## src/rtl/instr_encoder_if.sv

```systemverilog
// Request channel of the instruction encoder: symbolic instruction fields
// plus a valid/ready handshake.
interface instr_encoder_if;
    logic        InValid;
    logic        InReady;
    logic [2:0]  Op;
    logic [4:0]  Rd;
    logic [4:0]  Rn;
    logic [4:0]  Rm;
    logic [18:0] Imm;

    modport master (
        output InValid, Op, Rd, Rn, Rm, Imm,
        input  InReady
    );

    modport slave (
        input  InValid, Op, Rd, Rn, Rm, Imm,
        output InReady
    );
endinterface

```

## src/rtl/instr_encoder.sv

```systemverilog
// Assembles LEGv8 machine words from symbolic requests and writes them
// sequentially into instruction memory, one word per two cycles.
module instr_encoder #(
    parameter int ADDR_WIDTH = 6
) (
    input  logic                  clk,
    input  logic                  rst,
    instr_encoder_if.slave        bus,
    input  logic                  Clear,
    output logic                  MemWrEn,
    output logic [ADDR_WIDTH-1:0] MemAddr,
    output logic [31:0]           MemData,
    output logic [ADDR_WIDTH:0]   Count,
    output logic                  Full,
    output logic                  Error
);
    localparam logic [ADDR_WIDTH:0] CAP = {1'b1, {ADDR_WIDTH{1'b0}}};

    typedef enum logic {IDLE, WRITE} state_t;

    state_t                r_state;
    state_t                w_next;
    logic [ADDR_WIDTH-1:0] r_ptr;
    logic [ADDR_WIDTH:0]   r_count;
    logic [31:0]           r_data;
    logic                  r_err;
    logic                  w_accept;
    logic                  w_legal;
    logic                  w_imm_ok;
    logic [31:0]           w_word;

    assign Full        = (r_count == CAP);
    assign bus.InReady = (r_state == IDLE) && !Full && !Clear;
    assign w_accept    = bus.InValid && bus.InReady;
    assign w_imm_ok    = (bus.Imm[18:8] == {11{bus.Imm[8]}});

    assign MemWrEn = (r_state == WRITE);
    assign MemAddr = r_ptr;
    assign MemData = r_data;
    assign Count   = r_count;
    assign Error   = r_err;

    always_comb begin
        w_word  = '0;
        w_legal = 1'b1;
        unique case (bus.Op)
            3'd0: w_word = {11'b10001011000, bus.Rm, 6'b0, bus.Rn, bus.Rd};
            3'd1: w_word = {11'b11001011000, bus.Rm, 6'b0, bus.Rn, bus.Rd};
            3'd2: w_word = {11'b10001010000, bus.Rm, 6'b0, bus.Rn, bus.Rd};
            3'd3: w_word = {11'b10101010000, bus.Rm, 6'b0, bus.Rn, bus.Rd};
            3'd4: begin
                w_word  = {11'b11111000010, bus.Imm[8:0], 2'b00, bus.Rn, bus.Rd};
                w_legal = w_imm_ok;
            end
            3'd5: begin
                w_word  = {11'b11111000000, bus.Imm[8:0], 2'b00, bus.Rn, bus.Rd};
                w_legal = w_imm_ok;
            end
            3'd6: w_word = {8'b10110100, bus.Imm, bus.Rd};
            default: w_legal = 1'b0;
        endcase
    end

    always_ff @(posedge clk or posedge rst) begin
        if (rst) r_state <= IDLE;
        else     r_state <= w_next;
    end

    always_comb begin
        w_next = r_state;
        unique case (r_state)
            IDLE:    if (w_accept && w_legal) w_next = WRITE;
            WRITE:   w_next = IDLE;
            default: w_next = IDLE;
        endcase
    end

    always_ff @(posedge clk or posedge rst) begin
        if (rst) begin
            r_ptr   <= '0;
            r_count <= '0;
            r_data  <= '0;
            r_err   <= 1'b0;
        end else if (r_state == WRITE) begin
            // The write already went out; Clear only redirects the pointer.
            if (Clear) begin
                r_ptr   <= '0;
                r_count <= '0;
                r_err   <= 1'b0;
            end else begin
                r_count <= r_count + 1'b1;
                if (~&r_ptr) r_ptr <= r_ptr + 1'b1;
            end
        end else if (Clear) begin
            r_ptr   <= '0;
            r_count <= '0;
            r_err   <= 1'b0;
        end else if (w_accept) begin
            if (w_legal) r_data <= w_word;
            else         r_err  <= 1'b1;
        end
    end
endmodule

```

## src/flat_wrapper.sv

```systemverilog
// flat-port wrapper written by rule: the top's interface ports become plain ports
module instr_encoder_flat 
#(
    parameter int ADDR_WIDTH = 6
)
  (clk, rst, Clear, MemWrEn, MemAddr, MemData, Count, Full, Error, bus_InValid, bus_Op, bus_Rd, bus_Rn, bus_Rm, bus_Imm, bus_InReady);
  instr_encoder_if bus_i ();
  input  logic clk;
  input  logic rst;
  input  logic Clear;
  output logic MemWrEn;
  output logic [ADDR_WIDTH-1:0] MemAddr;
  output logic [31:0] MemData;
  output logic [ADDR_WIDTH:0] Count;
  output logic Full;
  output logic Error;
  input wire logic [$bits(bus_i.InValid)-1:0] bus_InValid;
  input wire logic [$bits(bus_i.Op)-1:0] bus_Op;
  input wire logic [$bits(bus_i.Rd)-1:0] bus_Rd;
  input wire logic [$bits(bus_i.Rn)-1:0] bus_Rn;
  input wire logic [$bits(bus_i.Rm)-1:0] bus_Rm;
  input wire logic [$bits(bus_i.Imm)-1:0] bus_Imm;
  output wire logic [$bits(bus_i.InReady)-1:0] bus_InReady;
  assign bus_i.InValid = bus_InValid;
  assign bus_i.Op = bus_Op;
  assign bus_i.Rd = bus_Rd;
  assign bus_i.Rn = bus_Rn;
  assign bus_i.Rm = bus_Rm;
  assign bus_i.Imm = bus_Imm;
  assign bus_InReady = bus_i.InReady;
  instr_encoder #(.ADDR_WIDTH(ADDR_WIDTH)) u_core (.clk(clk), .rst(rst), .bus(bus_i), .Clear(Clear), .MemWrEn(MemWrEn), .MemAddr(MemAddr), .MemData(MemData), .Count(Count), .Full(Full), .Error(Error));
endmodule
```

## config.mk

```make
export PLATFORM = sky130hd
export DESIGN_NAME = instr_encoder_flat
export DESIGN_NICKNAME = d
export VERILOG_FILES = /design/src/rtl/instr_encoder_if.sv /design/src/rtl/instr_encoder.sv /design/src/flat_wrapper.sv
export SDC_FILE = /design/constraint.sdc
export NUM_CORES = 1
export LEC_CHECK = 0
export CORE_MARGIN = 5
export CORE_UTILIZATION = 47
export DETAILED_ROUTE_END_ITERATION = 10
export GPL_ROUTABILITY_DRIVEN = 0
export HOLD_SLACK_MARGIN = 0.15
export PLACE_DENSITY = 0.82
export SYNTH_ARGS = -nofsm -noshare
export SYNTH_HDL_FRONTEND = slang
export SYNTH_SLANG_ARGS = --single-unit
```

## constraint.sdc

```tcl
create_clock -name clk -period 5.4 [get_ports clk]
set_input_delay 1.08 -clock clk [delete_from_list [all_inputs] [get_ports clk]]
set_output_delay 1.08 -clock clk [all_outputs]
set_load 0.02 [all_outputs]
```

Yosys cells after proc, flatten, opt, wreduce, memory -nomap -nowiden
Index checks and enable logic that the tools add are counted.
- output and inout port bits: 49
- input port bits: 41
- bits in registers: 47
- add/sub/neg operators: 2
- bitwise logic cells: 2
- reduce and logical (&&, ||, !) cells: 15
- muxes and demuxes: 16
- eq/ne operators: 11
- operators with widths (cell ; number):
    $pmux 32 s7 ; 1
    $mux 6 ; 4
    $mux 7 ; 3
    $eq 10x10->1 ; 1
    $eq 3x3->1 const B ; 3
    $add 7x1->7 const B ; 1
    $eq 7x7->1 const B ; 1
    $add 6x1->6 const B ; 1
    $eq 3x2->1 const B ; 2
    $mux 1 ; 6
    $ne 2x2->1 const B ; 3
    $reduce_and 6->1 ; 1
    $reduce_or 5->1 ; 1
    $logic_and 1x1->1 ; 4
    $pmux 1 s2 ; 2
    $reduce_and 4->1 ; 1
    $reduce_bool 2->1 ; 2
    $eq 3x1->1 const B ; 1
    $logic_not 3->1 ; 1
    $reduce_and 3->1 ; 1
    $logic_not 1->1 ; 2
    $not 1->1 ; 2
    $reduce_and 2->1 ; 1
    $reduce_or 2->1 ; 1

Logic depth before layout (Yosys ltp)
- depth in word-level cells: 8
- mapped depth: 8
- mapped depth without buffers: 7

Worst setup path before layout
Ideal clock, no wire load.
- path type: input port to output port
- from: input port Clear
- to: output port bus_InReady
- buffers on the path: 0
- stages: 2
- slack: 2.679 ns
- data arrival time: 1.641 ns
- path through: or2_4 > nor2_1
- word-level cells in the longest chain between the ends: 2
- ends and longest elaborated chain (what ; line ; RTL):
    from (decl) ; flat_wrapper.sv:10 ; input logic Clear;
    $logic_not 1->1 ; instr_encoder.sv:33 ; assign bus.InReady = (r_state == IDLE) && !Full && !Clear;
    $logic_and 1x1->1 ; instr_encoder.sv:33 ;
    to (decl) ; flat_wrapper.sv:23 ; output wire logic [$bits(bus_i.InReady)-1:0] bus_InReady;
Every way passes these cells.

Final worst setup path
Ends and elaborated chain as after synthesis.

==> impl_metrics.json <==
{
  "p_leak_nw": 1.365,
  "cts_root_buf": "clkbuf_8",
  "antenna_left": 0,
  "dieHeight_um": 80.41,
  "r2r_cells": 7,
  "fin_skew_ns": 0.002297,
  "vias": 2009,
  "cp_data_required_time_ns": 4.32,
  "cts-resized-gates": 0,
  "clk_latency_ns": 0.29,
  "synth_fa_ha_area_share_pct": 1.611,
  "num_rows": 25,
  "yosys.area_share.simple_pct": 14.18,
  "worstMarginPinSlew_ns": 0.9529,
  "cts_inserted_buffers": 5,
  "portBuffers": 89,
  "synth.net_count": 253,
  "synth_xor_area_share_pct": 3.008,
  "r2r_setup_slack_ns": 3.20,
  "ys_warn_count": 0,
  "die_area_um2": 6465,
  "rr_startpoint": "u_core.Count[0]",
  "slew_headroom_pct": 36.38,
  "crit_type": "in -> out",
  "grt_pass1_wl_um": 9839,
  "synth_compound_area_share_pct": 17.29,
  "hp-class": "reg -> reg",
  "n_antenna_cell": 0,
  "final_layout_size_suffix_gt1_share_pct": 8.754,
  "postCtsSetupRepairBufs": 0,
  "area_delta_synth_final_pct": 43.29,
  "peakVddDrop_uv": 206.9,
  "synthCells": 209,
  "via_per_inst": 5.519,
  "fin_cells": 364,
  "post-route-period-util_pct": 73.20,
  "clock_sinks": 47,
  "fin_nets": 340,
  "multi_input_area_um2": 1037,
  "path_max_fanout": 15,
  "final_hold_viol_count": 0,
  "outcome": "finished, final reports clean",
  "holdPathStages": 1,
  "hpwl_um": 4510,
  "grt_antenna_before_repair": 0,
  "rsz0062_at_grt": "no",
  "cp_common_cell": "clkdlybuf4s50_1",
  "grt_usage_pct": 19.48,
  "first_pass_iters": 4,
  "seq_area_um2": 1176,
  "post-place-cells": 356,
  "synthFlopType": "dfrtp_1",
  "switching_share_pct": 31.02,
  "avgSynthCellArea_um2": 11.15,
  "cp_cell_sequence": "clkdlybuf4s50_1, or2_4, nor2_1, clkdlybuf4s50_1",
  "critPathCaptureType": "primary output",
  "seq_power_share_pct": 46.3,
  "finalSetupViolCount": 0,
  "p_per_area_nw_per_um2": 280.0,
  "cpPeakStageDelay_ns": 0.68,
  "initialDrtViolationCount": 185,
  "synth_area_um2": 2330,
  "n_fill_cell": 391,
  "cp-start-kind": "primary input",
  "tritoncts": "built",
  "holdBufCountCts": 0,
  "die-width_um": 80.41,
  "max_freq_ghz": 0.2530,
  "grt_max_degree": 48,
  "hold_end": "u_core.MemData[31]",
  "pwr-share-comb_pct": 31.5,
  "intPower_uw": 644.8,
  "ys_seq_elements": 47,
  "cp.arrival_ns": 2.87,
  "p_clk_share_pct": 22.2,
  "synth_top_family_by_area": "compound AO/OA/AOI/OAI gates",
  "slowest_stage": "clkdlybuf4s50_1",
  "wirelength_um": 6004,
  "wire_per_inst_um": 16.49,
  "min-delay-start": "u_core.MemData[31]",
  "synth-async-reset-ratio_pct": 100.0,
  "maxSlewViolCount": 0,
  "tns_ns": 0,
  "synth-seq-area-share_pct": 50.48,
  "min_period_ns": 3.953,
  "switching_power_uw": 290.0,
  "synth_cell_type_count": 48,
  "initial_core_util_pct": 49.00,
  "grt-ovfl-total": 0,
  "setup_slack_ns": 1.447,
  "h-tree-depth": 2,
  "clk_path_buf_depth": 2,
  "synth_edf_count": 0,
  "regToRegEndpoint": "u_core.MemData[19]",
  "worst_hold_slack_ns": 0.4799,
  "clk_pin_slew_ns": 0.09,
  "io-pin-count": 90,
  "synthMuxAreaShare_pct": 8.432,
  "core_um2": 4755,
  "drv_cap": 0,
  "pre_cts_slack_ns": 1.453,
  "grt_pass1_vias": 2016,
  "drc": 0
}
-- Yosys cell counts, types with 3 or more instances --
| cell type | count | area (um^2) |
|---|---|---|
| a22o_1 | 5 | 43.79 |
| o21ai_0 | 5 | 25.02 |
| a221oi_1 | 5 | 43.79 |
| nor2_1 | 22 | 82.58 |
| nor3_1 | 3 | 15.01 |
| nor3b_1 | 5 | 37.54 |
| ha_1 | 3 | 37.54 |
| mux2_2 | 9 | 101.4 |
| xor2_1 | 7 | 61.31 |
| a22oi_1 | 4 | 30.03 |
| mux2i_1 | 8 | 80.08 |
| a21oi_1 | 8 | 40.04 |
| clkbuf_1 | 7 | 26.28 |
| nand2_1 | 6 | 22.52 |
| dfrtp_1 | 47 | 1176 |
| inv_1 | 14 | 52.55 |
| and2_1 | 4 | 25.02 |
| o2bb2ai_1 | 6 | 52.55 |
| nand4_1 | 4 | 25.02 |
-- cells by family after synthesis --
logic type,after synthesis
compound gates,48
fa+ha+maj,3
flops,47
xor+xnor,8
buf+inv,25
mux,18
simple gates,60
-- worst max-delay path, delay by kind of cell --
kind	cells	cell delay (ns)
buffers and inverters	2	1.29
AND/OR/NAND/NOR	2	0.50
-- flip-flops by register name (all words and copies together) (netlist names) --
register	flops
u_core.Count	7
u_core.Error	1
u_core.MemAddr	6
u_core.MemData	32
u_core.MemWrEn	1
-- metal layers --
layer | track usage, % | vias up | part of all wire, %
met3 | 3.475 | 13 | 7.6
met1 | 25.95 | 957 | 41
li1 | - | 930 | -
met5 | 0 | - | 0
met2 | 31.21 | 109 | 48
met4 | 8.108 | 0 | 2.6
-- metrics by stage --
step / instance area, um^2 / total power [mW] / util [%]
floorplan: 2330 / 0.5790 / -
global placement: 3253 / 0.7294 / 68.42
detailed placement: 3253 / 0.7354 / 68.42
CTS: 3338 / 0.9420 / 70.21
global route: 3338 / 0.9812 / 70.21
finish: 3338 / 0.9348 / 70.21
-- cells in the final DEF (no fill, tap or decap), types with 2 or more instances in the layout --
master / Yosys / layout
a2111oi_4: 2 / 2
a21oi_1: 8 / 8
a221oi_1: 5 / 5
a22o_1: 5 / 5
a22oi_1: 4 / 4
and2_1: 4 / 4
and3_1: 2 / 2
clkbuf_8: 0 / 5
clkdlybuf4s50_1: 0 / 89
dfrtp_1: 47 / 47
ha_1: 3 / 3
inv_1: 14 / 13
mux2_2: 9 / 9
mux2i_1: 8 / 8
nand2_1: 6 / 6
nand2b_1: 2 / 2
nand3_1: 2 / 2
nand4_1: 4 / 4
nor2_1: 22 / 22
nor2b_1: 2 / 2
nor3_1: 3 / 3
nor3b_1: 5 / 5
nor4_1: 2 / 2
o211ai_1: 2 / 2
o21ai_0: 5 / 5
o2bb2ai_1: 6 / 6
or3_1: 2 / 2
xor2_1: 7 / 7
-- worst max-delay path by stage --
stage / slack, ns / end / start
final: 1.45 / bus_InReady / Clear
after global routing: 1.40 / bus_InReady / Clear
after CTS: 1.45 / bus_InReady / Clear
after detailed placement: 1.45 / bus_InReady / Clear
after global placement: 1.47 / bus_InReady / Clear
after floorplan: 2.68 / bus_InReady / Clear
-- power by group through the flow --
stage                     clock network [mW]  registers [mW]  logic (mW)
after floorplan                            0           0.494      0.0853
after global placement                     0           0.437       0.293
after detailed placement                   0           0.438       0.298
after CTS                              0.211           0.433       0.298
after global routing                   0.228           0.440       0.314
final                                  0.208           0.432       0.295
-- layout make-up --
type | count | area share (%)
Inverter | 16 | 1.949
Clock buffer | 6 | 2.174
Multi-Input combinational cell | 137 | 31.07
Sequential cell | 47 | 35.23
Tap cell | 67 | 2.511
Timing Repair Buffer | 89 | 26.69
Clock inverter | 2 | 0.3748
Power figures use the tool's default switching activity.
